[src/rtl/pwm_pkg.sv]
// Shared definitions for the PWM capture/generator pair: state encoding and default widths.
package pwm_pkg;

  localparam int unsigned PWM_COUNTER_WIDTH = 16;
  localparam int unsigned PWM_SYNC_STAGES   = 2;

  localparam logic [1:0] ST_ACQ  = 2'd0;
  localparam logic [1:0] ST_HIGH = 2'd1;
  localparam logic [1:0] ST_LOW  = 2'd2;

endpackage

[src/rtl/pwm_sync_edge.sv]
// Metastability synchronizer for an asynchronous PWM pin, plus rise/fall detection on the
// synchronized level.
module pwm_sync_edge
  import pwm_pkg::*;
#(
  parameter int unsigned SYNC_STAGES = PWM_SYNC_STAGES
) (
  input  logic clk,
  input  logic rst,
  input  logic pwm,
  output logic level,
  output logic rise_c,
  output logic fall_c
);

  logic [SYNC_STAGES-1:0] sync_q;
  logic                   dly_q;

  always_ff @(posedge clk or negedge rst) begin
    if (!rst) begin
      sync_q <= '0;
      dly_q  <= 1'b0;
    end else begin
      sync_q <= {sync_q[SYNC_STAGES-2:0], pwm};
      dly_q  <= sync_q[SYNC_STAGES-1];
    end
  end

  assign level  = sync_q[SYNC_STAGES-1];
  assign rise_c = level & ~dly_q;
  assign fall_c = ~level & dly_q;

endmodule

[src/rtl/pwm_capture.sv]
// Measures high time and rise-to-rise period of a PWM input in clk cycles and reports a stuck
// input after a programmable timeout.
module pwm_capture
  import pwm_pkg::*;
#(
  parameter int unsigned COUNTER_WIDTH = PWM_COUNTER_WIDTH,
  parameter int unsigned SYNC_STAGES   = PWM_SYNC_STAGES
) (
  input  logic                     clk,
  input  logic                     rst,
  input  logic                     pwm_i,
  input  logic [COUNTER_WIDTH-1:0] timeout_cycles,
  output logic [COUNTER_WIDTH-1:0] high_o,
  output logic [COUNTER_WIDTH-1:0] period_o,
  output logic                     valid_o,
  output logic                     stuck_o,
  output logic                     level_o
);

  localparam int unsigned W = COUNTER_WIDTH;

  logic         s;
  logic         rise;
  logic         fall;
  logic [1:0]   state, state_n;
  logic [W-1:0] cnt, cnt_n;
  logic [W-1:0] hi_lat, hi_lat_n;
  logic [W-1:0] high_n, period_n;
  logic         valid_n, stuck_n;
  logic [W-1:0] limit;
  logic [W-1:0] cnt_inc;
  logic         timeout;

  pwm_sync_edge #(
    .SYNC_STAGES(SYNC_STAGES)
  ) u_sync (
    .clk   (clk),
    .rst   (rst),
    .pwm   (pwm_i),
    .level (s),
    .rise_c(rise),
    .fall_c(fall)
  );

  // A zero timeout selects the largest count; the increment saturates so cnt can never wrap.
  assign limit   = (timeout_cycles == '0) ? '1 : timeout_cycles;
  assign cnt_inc = (cnt == '1) ? cnt : cnt + W'(1);
  assign timeout = (cnt >= limit) && !rise && !fall;

  always_ff @(posedge clk or negedge rst) begin
    if (!rst) begin
      state    <= ST_ACQ;
      cnt      <= '0;
      hi_lat   <= '0;
      high_o   <= '0;
      period_o <= '0;
      valid_o  <= 1'b0;
      stuck_o  <= 1'b0;
      level_o  <= 1'b0;
    end else begin
      state    <= state_n;
      cnt      <= cnt_n;
      hi_lat   <= hi_lat_n;
      high_o   <= high_n;
      period_o <= period_n;
      valid_o  <= valid_n;
      stuck_o  <= stuck_n;
      level_o  <= s;
    end
  end

  // Edges take priority over the timeout; the cycle of an edge is itself counted.
  always_comb begin
    state_n  = state;
    cnt_n    = cnt_inc;
    hi_lat_n = hi_lat;
    high_n   = high_o;
    period_n = period_o;
    stuck_n  = stuck_o;
    valid_n  = 1'b0;
    if (timeout) begin
      state_n  = ST_ACQ;
      cnt_n    = '0;
      high_n   = s ? limit : '0;
      period_n = limit;
      stuck_n  = 1'b1;
      valid_n  = 1'b1;
    end else begin
      case (state)
        ST_ACQ: begin
          if (rise) begin
            cnt_n   = W'(1);
            state_n = ST_HIGH;
          end
        end
        ST_HIGH: begin
          if (fall) begin
            hi_lat_n = cnt;
            state_n  = ST_LOW;
          end
        end
        ST_LOW: begin
          if (rise) begin
            high_n   = hi_lat;
            period_n = cnt;
            stuck_n  = 1'b0;
            valid_n  = 1'b1;
            cnt_n    = W'(1);
            state_n  = ST_HIGH;
          end
        end
        default: begin
          state_n = ST_ACQ;
          cnt_n   = '0;
        end
      endcase
    end
  end

endmodule
[config.mk]
export PLATFORM = sky130hd
export DESIGN_NAME = pwm_capture
export DESIGN_NICKNAME = d
export VERILOG_FILES = /design/src/rtl/pwm_pkg.sv /design/src/rtl/pwm_sync_edge.sv /design/src/rtl/pwm_capture.sv
export SDC_FILE = /design/constraint.sdc
export NUM_CORES = 1
export LEC_CHECK = 0
export CAP_MARGIN = 20
export CORE_UTILIZATION = 50
export DETAILED_ROUTE_END_ITERATION = 7
export HOLD_SLACK_MARGIN = 0.03
export PLACE_DENSITY = 0.82
export SETUP_SLACK_MARGIN = 0.05
export SYNTH_ARGS = -nofsm -noshare
export SYNTH_HDL_FRONTEND = slang
export SYNTH_SLANG_ARGS = --single-unit
[constraint.sdc]
create_clock -name clk -period 3.3 [get_ports clk]
set_input_delay 0.66 -clock clk [delete_from_list [all_inputs] [get_ports clk]]
set_output_delay 0.66 -clock clk [all_outputs]
set_load 0.005 [all_outputs]
==> metrics, run 1 <==
Adder-Cell Fraction of Synth Area=around 5.7%; Worst Skew=0.0134 ns; Worst R2R Setup Slack=-0.03 ns; first-pass GRT wire length=20100 um; ys flop type=dfrtp_1; Synth cell types=47; WP data required=about 3.5 ns; fraction of layout cells with a size suffix above 1=40.8%; Worst Setup Slack, final=-1.03 ns; unrepaired setup endpoints after global routing=true; Max clock buf depth=2; Final nets=roughly 490; Num CTS Buffers=9; switching part of the total=35.0%; Final period util=131%; num rows=30; maximum vdd drop=around 0.00044 V; vias in the first global route=3790; Die W=between 80 and 90 um; register area share after synthesis=roughly 49%; Peak Freq=231 MHz; largest net degree at the start of global routing=72; input/output buffers=53; Initial Utilization=52.4%; FF+latch count, synth=71; async set or reset register ratio after synthesis=100%; CTS root buf=clkbuf_8; antenna violations before repair=0; Placeable Area=6910 um^2; non-filler cells, final=559; sequential group share of total power=41.5%; Clock transition at path regs=0.08 ns; mapped cell area=3620 um^2; die area=about 7600 um^2; syn nets=373; setup violators final=52; DR DRC count=0; Final Hold Fails=0; Critical Path End=period_o[0]; Post-DP HPWL=6810 um; H-tree depth=3; clock sink count=71; GRT Overall Usage=36.8%; clock share of power=between 10% and 20%; R2R Path End=period_o[0]; r2r worst-path depth=10; TritonCTS clock tree=yes; most frequent cells in the layout=71 x dfrtp_1, 45 x buf_4, 40 x nor2_1; worst r2r src=cnt[10]; largest family of logic cells by synthesized area=compound AO/OA/AOI/OAI gates; initial DRC count=526; antenna diode count=0; Hold Buf Count CTS=0; logic gate share of total power=38.8%; clk_lat worst skew=0.37 ns; leakage power=roughly 2.4 nW; commonest non-fill, non-tap cell in the layout=dfrtp_1; Power per Cell Area=approximately 600 nW/um^2; area growth from synthesis to layout=54.3%; Psw=approximately 1.2 mW; gpl congestion=between 0.9 and 1; Synth Area in Compound Gates=17.1%; critical path peak fanout=5; CP Class=primary input to flop; post-route minimum period=4.33 ns; routed wire length=between 15000 and 20000 um; Syn Inst Count=between 300 and 400; ANT nets after route=0; post-synthesis xor/xnor area fraction=2.90%; worst hold path type=primary input to async pin; EDFF count, synth=0; average cell area after synthesis=about 11 um^2; DP Cell Count=509; Post-Synth Simple-Gate Area=16.9%; Initial DRT Pass Iterations=5; grt ovf=0; internal power=2.17 mW; vias after detailed routing=3872; max-cap viol count=0; post-route setup TNS=-46.93 ns; Worst-Margin Slew=0.843 ns; wire per inst=28.7 um; YS warnings=0; IO Pins=54; crit end category=flop; crit path launch type=primary input; worst setup path startpoint=timeout_cycles[6]; post-synthesis mux area share=5.25%; Max Slew Vio Count=0; Rel. slew slack=a little over two fifths; critical path arrival=4.55 ns; failing checks=negative setup slack; DR vias/cell=6.93; DIE HEIGHT=87.1 um; status=complete, but fails checks
synth_stat cells, types with 2 or more instances:
library cell,number,share of area [%]
xor2_1,5,1.2
a211oi_1,5,1.0
inv_1,7,0.73
nor2b_1,18,3.1
nor4_1,4,0.69
o22ai_1,17,2.9
nand3_1,6,0.83
mux2_2,16,5.0
a21o_1,2,0.41
nor2_1,55,5.7
maj3_1,2,0.55
and4_1,4,0.97
ha_1,15,5.2
o21a_1,17,3.5
buf_2,5,0.69
a21oi_1,4,0.55
nand2b_1,3,0.52
o21ai_0,7,0.97
nand2_1,10,1.0
clkbuf_1,9,0.93
a221o_1,15,4.1
nor3_1,6,0.83
nand4_1,7,1.2
dfrtp_1,71,49
xnor2_1,7,1.7
power groups by stage:
| stage | Sequential (mW) | Combinational (mW) | Clock, mW |
|---|---|---|---|
| finish | 1.39 | 1.30 | 0.655 |
| global route | 1.40 | 1.36 | 0.684 |
| CTS | 1.34 | 1.14 | 0.625 |
| detailed placement | 1.35 | 1.07 | 0 |
| global placement | 1.34 | 1.04 | 0 |
| floorplan | 1.29 | 0.541 | 0 |
worst min-delay path by stage:
| stage | from | to | slack [ns] |
|---|---|---|---|
| detailed placement | u_sync.sync_q[0] | u_sync.sync_q[1] | 0.36 |
| CTS | rst | u_sync.sync_q[1] | 0.34 |
| global route | rst | u_sync.sync_q[1] | 0.33 |
| floorplan | u_sync.sync_q[0] | u_sync.sync_q[1] | 0.33 |
| global placement | u_sync.sync_q[0] | u_sync.sync_q[1] | 0.33 |
| finish | rst | u_sync.sync_q[1] | 0.30 |
final cells by class:
cell class,count,area [um^2]
clock buffer,13,159
fill,328,1320
timing repair buffer,123,1200
inverter,8,42.5
multi-input combinational,244,2260
sequential,71,1780
timing repair inverter,1,11.3
tap,96,120
clock inverter,3,17.5
through the flow:
step	area (um^2)	worst slack [ns]	hold WS [ns]	total power, mW	utilization (%)
finish	5590	-1.03	0.302	3.34	80.9
floorplan	3710	-0.108	0.331	1.83	-
global route	5590	-0.924	0.334	3.45	80.9
global placement	4560	-0.804	0.335	2.38	66.1
CTS	5270	-0.153	0.337	3.10	76.3
detailed placement	4560	-0.893	0.361	2.42	66.1
kinds of logic after synthesis:
logic type,after synthesis
adder cells (fa/ha/maj),17
AO/OA/AOI/OAI,77
buffers and inverters,25
XOR/XNOR,12
flip-flops,71
multiplexers,17
AND/OR/NAND/NOR,120
critical path, cell delays in order:
cell and delay [ns]:
clkbuf_2 0.13, nor4_4 0.53, and4_4 0.35, buf_6 0.14, nor2_1 0.07, ha_1 0.33
o21ai_0 0.68, o21ai_1 0.21, a221oi_2 0.38, buf_4 0.22, a21oi_4 0.08, buf_12 0.16
buf_16 0.14, a22oi_1 0.32, o21ai_1 0.15
layer usage:
metal	up-vias	global-route usage, %	routed length (um)
li1	1483	-	-
met1	1860	41.6	5660
met2	395	59.1	7170
met3	132	10.4	1960
met4	2	28.0	1200
met5	-	0	35
registers in the layout, indices dropped and copies added, names as in the netlist, 2 cells and up:
| name | count |
|---|---|
| cnt | 16 |
| hi_lat | 16 |
| u_sync.sync_q | 2 |
| period_o | 16 |
| state | 2 |
| high_o | 16 |
timing repair:
action                                  CTS  global route
resized for setup                       121            61
endpoints found under the setup margin   52            52
gates cloned                              3             1
setup buffers                            22            10
pin swaps                                22            30
Note: power is estimated with default switching activity, not from simulation.
==> inputs of run 2 (changes only) <==
--- a/config.mk
+++ b/config.mk
@@ -11,6 +11,7 @@
 export HOLD_SLACK_MARGIN = 0.03
 export PLACE_DENSITY = 0.82
 export SETUP_SLACK_MARGIN = 0.05
+export SLEW_MARGIN = 0
 export SYNTH_ARGS = -nofsm -noshare
 export SYNTH_HDL_FRONTEND = slang
 export SYNTH_SLANG_ARGS = --single-unit
==> results of run 2 <==
No change in the layout: final DEF, timing and power equal those of run 1.
==> inputs of run 3 (changes only) <==
--- a/config.mk
+++ b/config.mk
@@ -10,6 +10,7 @@
 export DETAILED_ROUTE_END_ITERATION = 7
 export HOLD_SLACK_MARGIN = 0.03
 export PLACE_DENSITY = 0.82
+export RECOVER_POWER = 100
 export SETUP_SLACK_MARGIN = 0.05
 export SLEW_MARGIN = 0
 export SYNTH_ARGS = -nofsm -noshare
==> metrics, run 3 (synthesis gave the netlist of run 1 again) <==
die area=7590 um^2 (unchanged); vias after detailed routing=3874 (+0.052%); Peak Freq=232 MHz (+0.53%); Final Hold Fails=0 (unchanged); hold wc startpoint=u_sync.sync_q[0]; vias in the first global route=3790 (unchanged); worst setup path startpoint=timeout_cycles[6]; H-tree depth=3 (unchanged); num rows=30 (unchanged); input/output buffers=53 (unchanged); most frequent cells in the layout=71 x dfrtp_1, 44 x buf_4, 40 x nor2_1; Initial Utilization=52.4% (unchanged); GRT Overall Usage=36.8% (unchanged); Hold Buf Count CTS=0 (unchanged); Power per Cell Area=583 nW/um^2 (-2.5%); worst hold path type=flop to flop; leakage power=2.47 nW (+1.9%); initial DRC count=460 (-13%); crit end category=flop; critical path arrival=4.53 ns (-0.02 ns); WP data required=3.52 ns (about the same); unrepaired setup endpoints after global routing=true; CP Class=primary input to flop; Post-DP HPWL=6810 um (unchanged); wire per inst=28.4 um (-0.82%); worst r2r src=cnt[10]; Placeable Area=6910 um^2 (unchanged); antenna violations before repair=0 (unchanged); Final nets=492 (unchanged); DR DRC count=0 (unchanged); DR vias/cell=6.93 (about the same); setup violators final=52 (unchanged); fraction of layout cells with a size suffix above 1=40.4% (-0.43 points); grt ovf=0 (unchanged); Initial DRT Pass Iterations=5 (unchanged); Tot Pwr=3.25 mW (-2.9%); area growth from synthesis to layout=53.7%; status=complete, but fails checks; commonest non-fill, non-tap cell in the layout=dfrtp_1; post-layout util=80.6% (-0.34 points); clk_lat worst skew=0.35 ns (-0.02 ns); gpl congestion=0.930 (unchanged); Die W=87.1 um (unchanged); critical path peak fanout=5 (unchanged); Rel. slew slack=-15.8% (-59 points); routed wire length=15900 um (-0.82%); failing checks=max-capacitance violations, max-slew violations, negative setup slack; Worst-Margin Slew=1.74 ns (+0.895 ns); Worst Skew=0.0111 ns (-0.00235 ns); crit path launch type=primary input; antenna diode count=0 (unchanged); DIE HEIGHT=87.1 um (unchanged); clock sink count=71 (unchanged); max-cap viol count=1 (+1); Num CTS Buffers=9 (unchanged); Max clock buf depth=2 (unchanged); maximum vdd drop=0.000432 V (-2.7%); Clock transition at path regs=0.08 ns (about the same); ANT nets after route=0 (unchanged); Worst Setup Slack, final=-1.01 ns (+0.0227 ns); first-pass GRT wire length=20100 um (unchanged); # fillers=332 (+1.2%); IO Pins=54 (unchanged); CTS root buf=clkbuf_8; Max Slew Vio Count=72 (+72); post-route minimum period=4.31 ns (-0.0227 ns); TritonCTS clock tree=yes; largest net degree at the start of global routing=72 (unchanged); Final period util=131% (-0.69 points)
run 3: cell count changes in the layout (fill, tap and decap cells not counted), sizes merged:
| cell | before | now |
|---|---|---|
| buf | 81 | 79 |
| clkbuf | 16 | 18 |
| clkdlybuf4s50 | 36 | 0 |
| dlygate4sd3 | 0 | 36 |
run 3: repair_timing:
item	in CTS	in global routing
cloned	3	1
pin swaps	22	30
gates resized for setup	121	61
endpoints found under the setup margin	52	52
buffers inserted	22	10
run 3: final timing paths:
| kind | end | slack, ns | cells past startpoint |
|---|---|---|---|
| setup reg to reg | period_o[0] | -0.02 | 10 |
| hold / removal | u_sync.sync_q[1] | 0.39 | 0 |
| min in group asynchronous | u_sync.sync_q[1] | 0.84 | 2 |
| hold reg to reg | u_sync.sync_q[1] | 0.39 | 0 |
| setup / recovery | period_o[0] | -1.01 | 15 |
| max in group asynchronous | hi_lat[0] | 1.41 | 2 |
run 3: power by group:
part	switching (mW)	internal, mW	total, mW
Combinational	0.563	0.656	1.22
Clock	0.337	0.312	0.649
Sequential	0.250	1.13	1.38
Total	1.15	2.10	3.25
run 3: layer usage:
metal	GRT usage (%)	vias to the layer above	routed length [um]	share of wire, %
met2	59.1	373	7050	44
met1	41.6	1865	5560	35
met4	28.0	2	1310	8.2
li1	-	1484	-	-
met3	10.4	150	1930	12
met5	0	-	35	0.22
run 3: area by class of cell:
class	instances	area [um^2]	share of cell area (%)
timing repair buffer	123	1180	21.2
multi-input combinational	244	2260	40.6
clock buffer	13	159	2.86
timing repair inverter	1	11.3	0.202
clock inverter	3	17.5	0.315
sequential	71	1780	31.9
tap	96	120	2.16
inverter	8	42.5	0.765
run 3: critical path: stages:
cell and delay [ns]:
clkbuf_2 0.14, nor4_4 0.51, and4_4 0.34, buf_6 0.14, nor2_1 0.07, ha_1 0.33, o21ai_0 0.69, o21ai_1 0.20
a221oi_2 0.38, buf_4 0.22, a21oi_4 0.08, buf_12 0.16, buf_16 0.14, a22oi_1 0.32, o21ai_1 0.14
run 3: metrics by stage:
step / setup TNS (ns) / cells / cell area, um^2 / hold slack (ns) / setup slack [ns]
2_1_floorplan: -1.97 / 339 / 3710 / 0.331 / -0.108
6_report: -46.21 / 559 / 5560 / 0.385 / -1.01
3_3_place_gp: -37.51 / 509 / 4560 / 0.335 / -0.804
5_1_grt: -40.15 / 559 / 5560 / 0.390 / -0.924
4_1_cts: -3.39 / 549 / 5270 / 0.337 / -0.153
3_5_place_dp: -41.65 / 509 / 4560 / 0.361 / -0.893
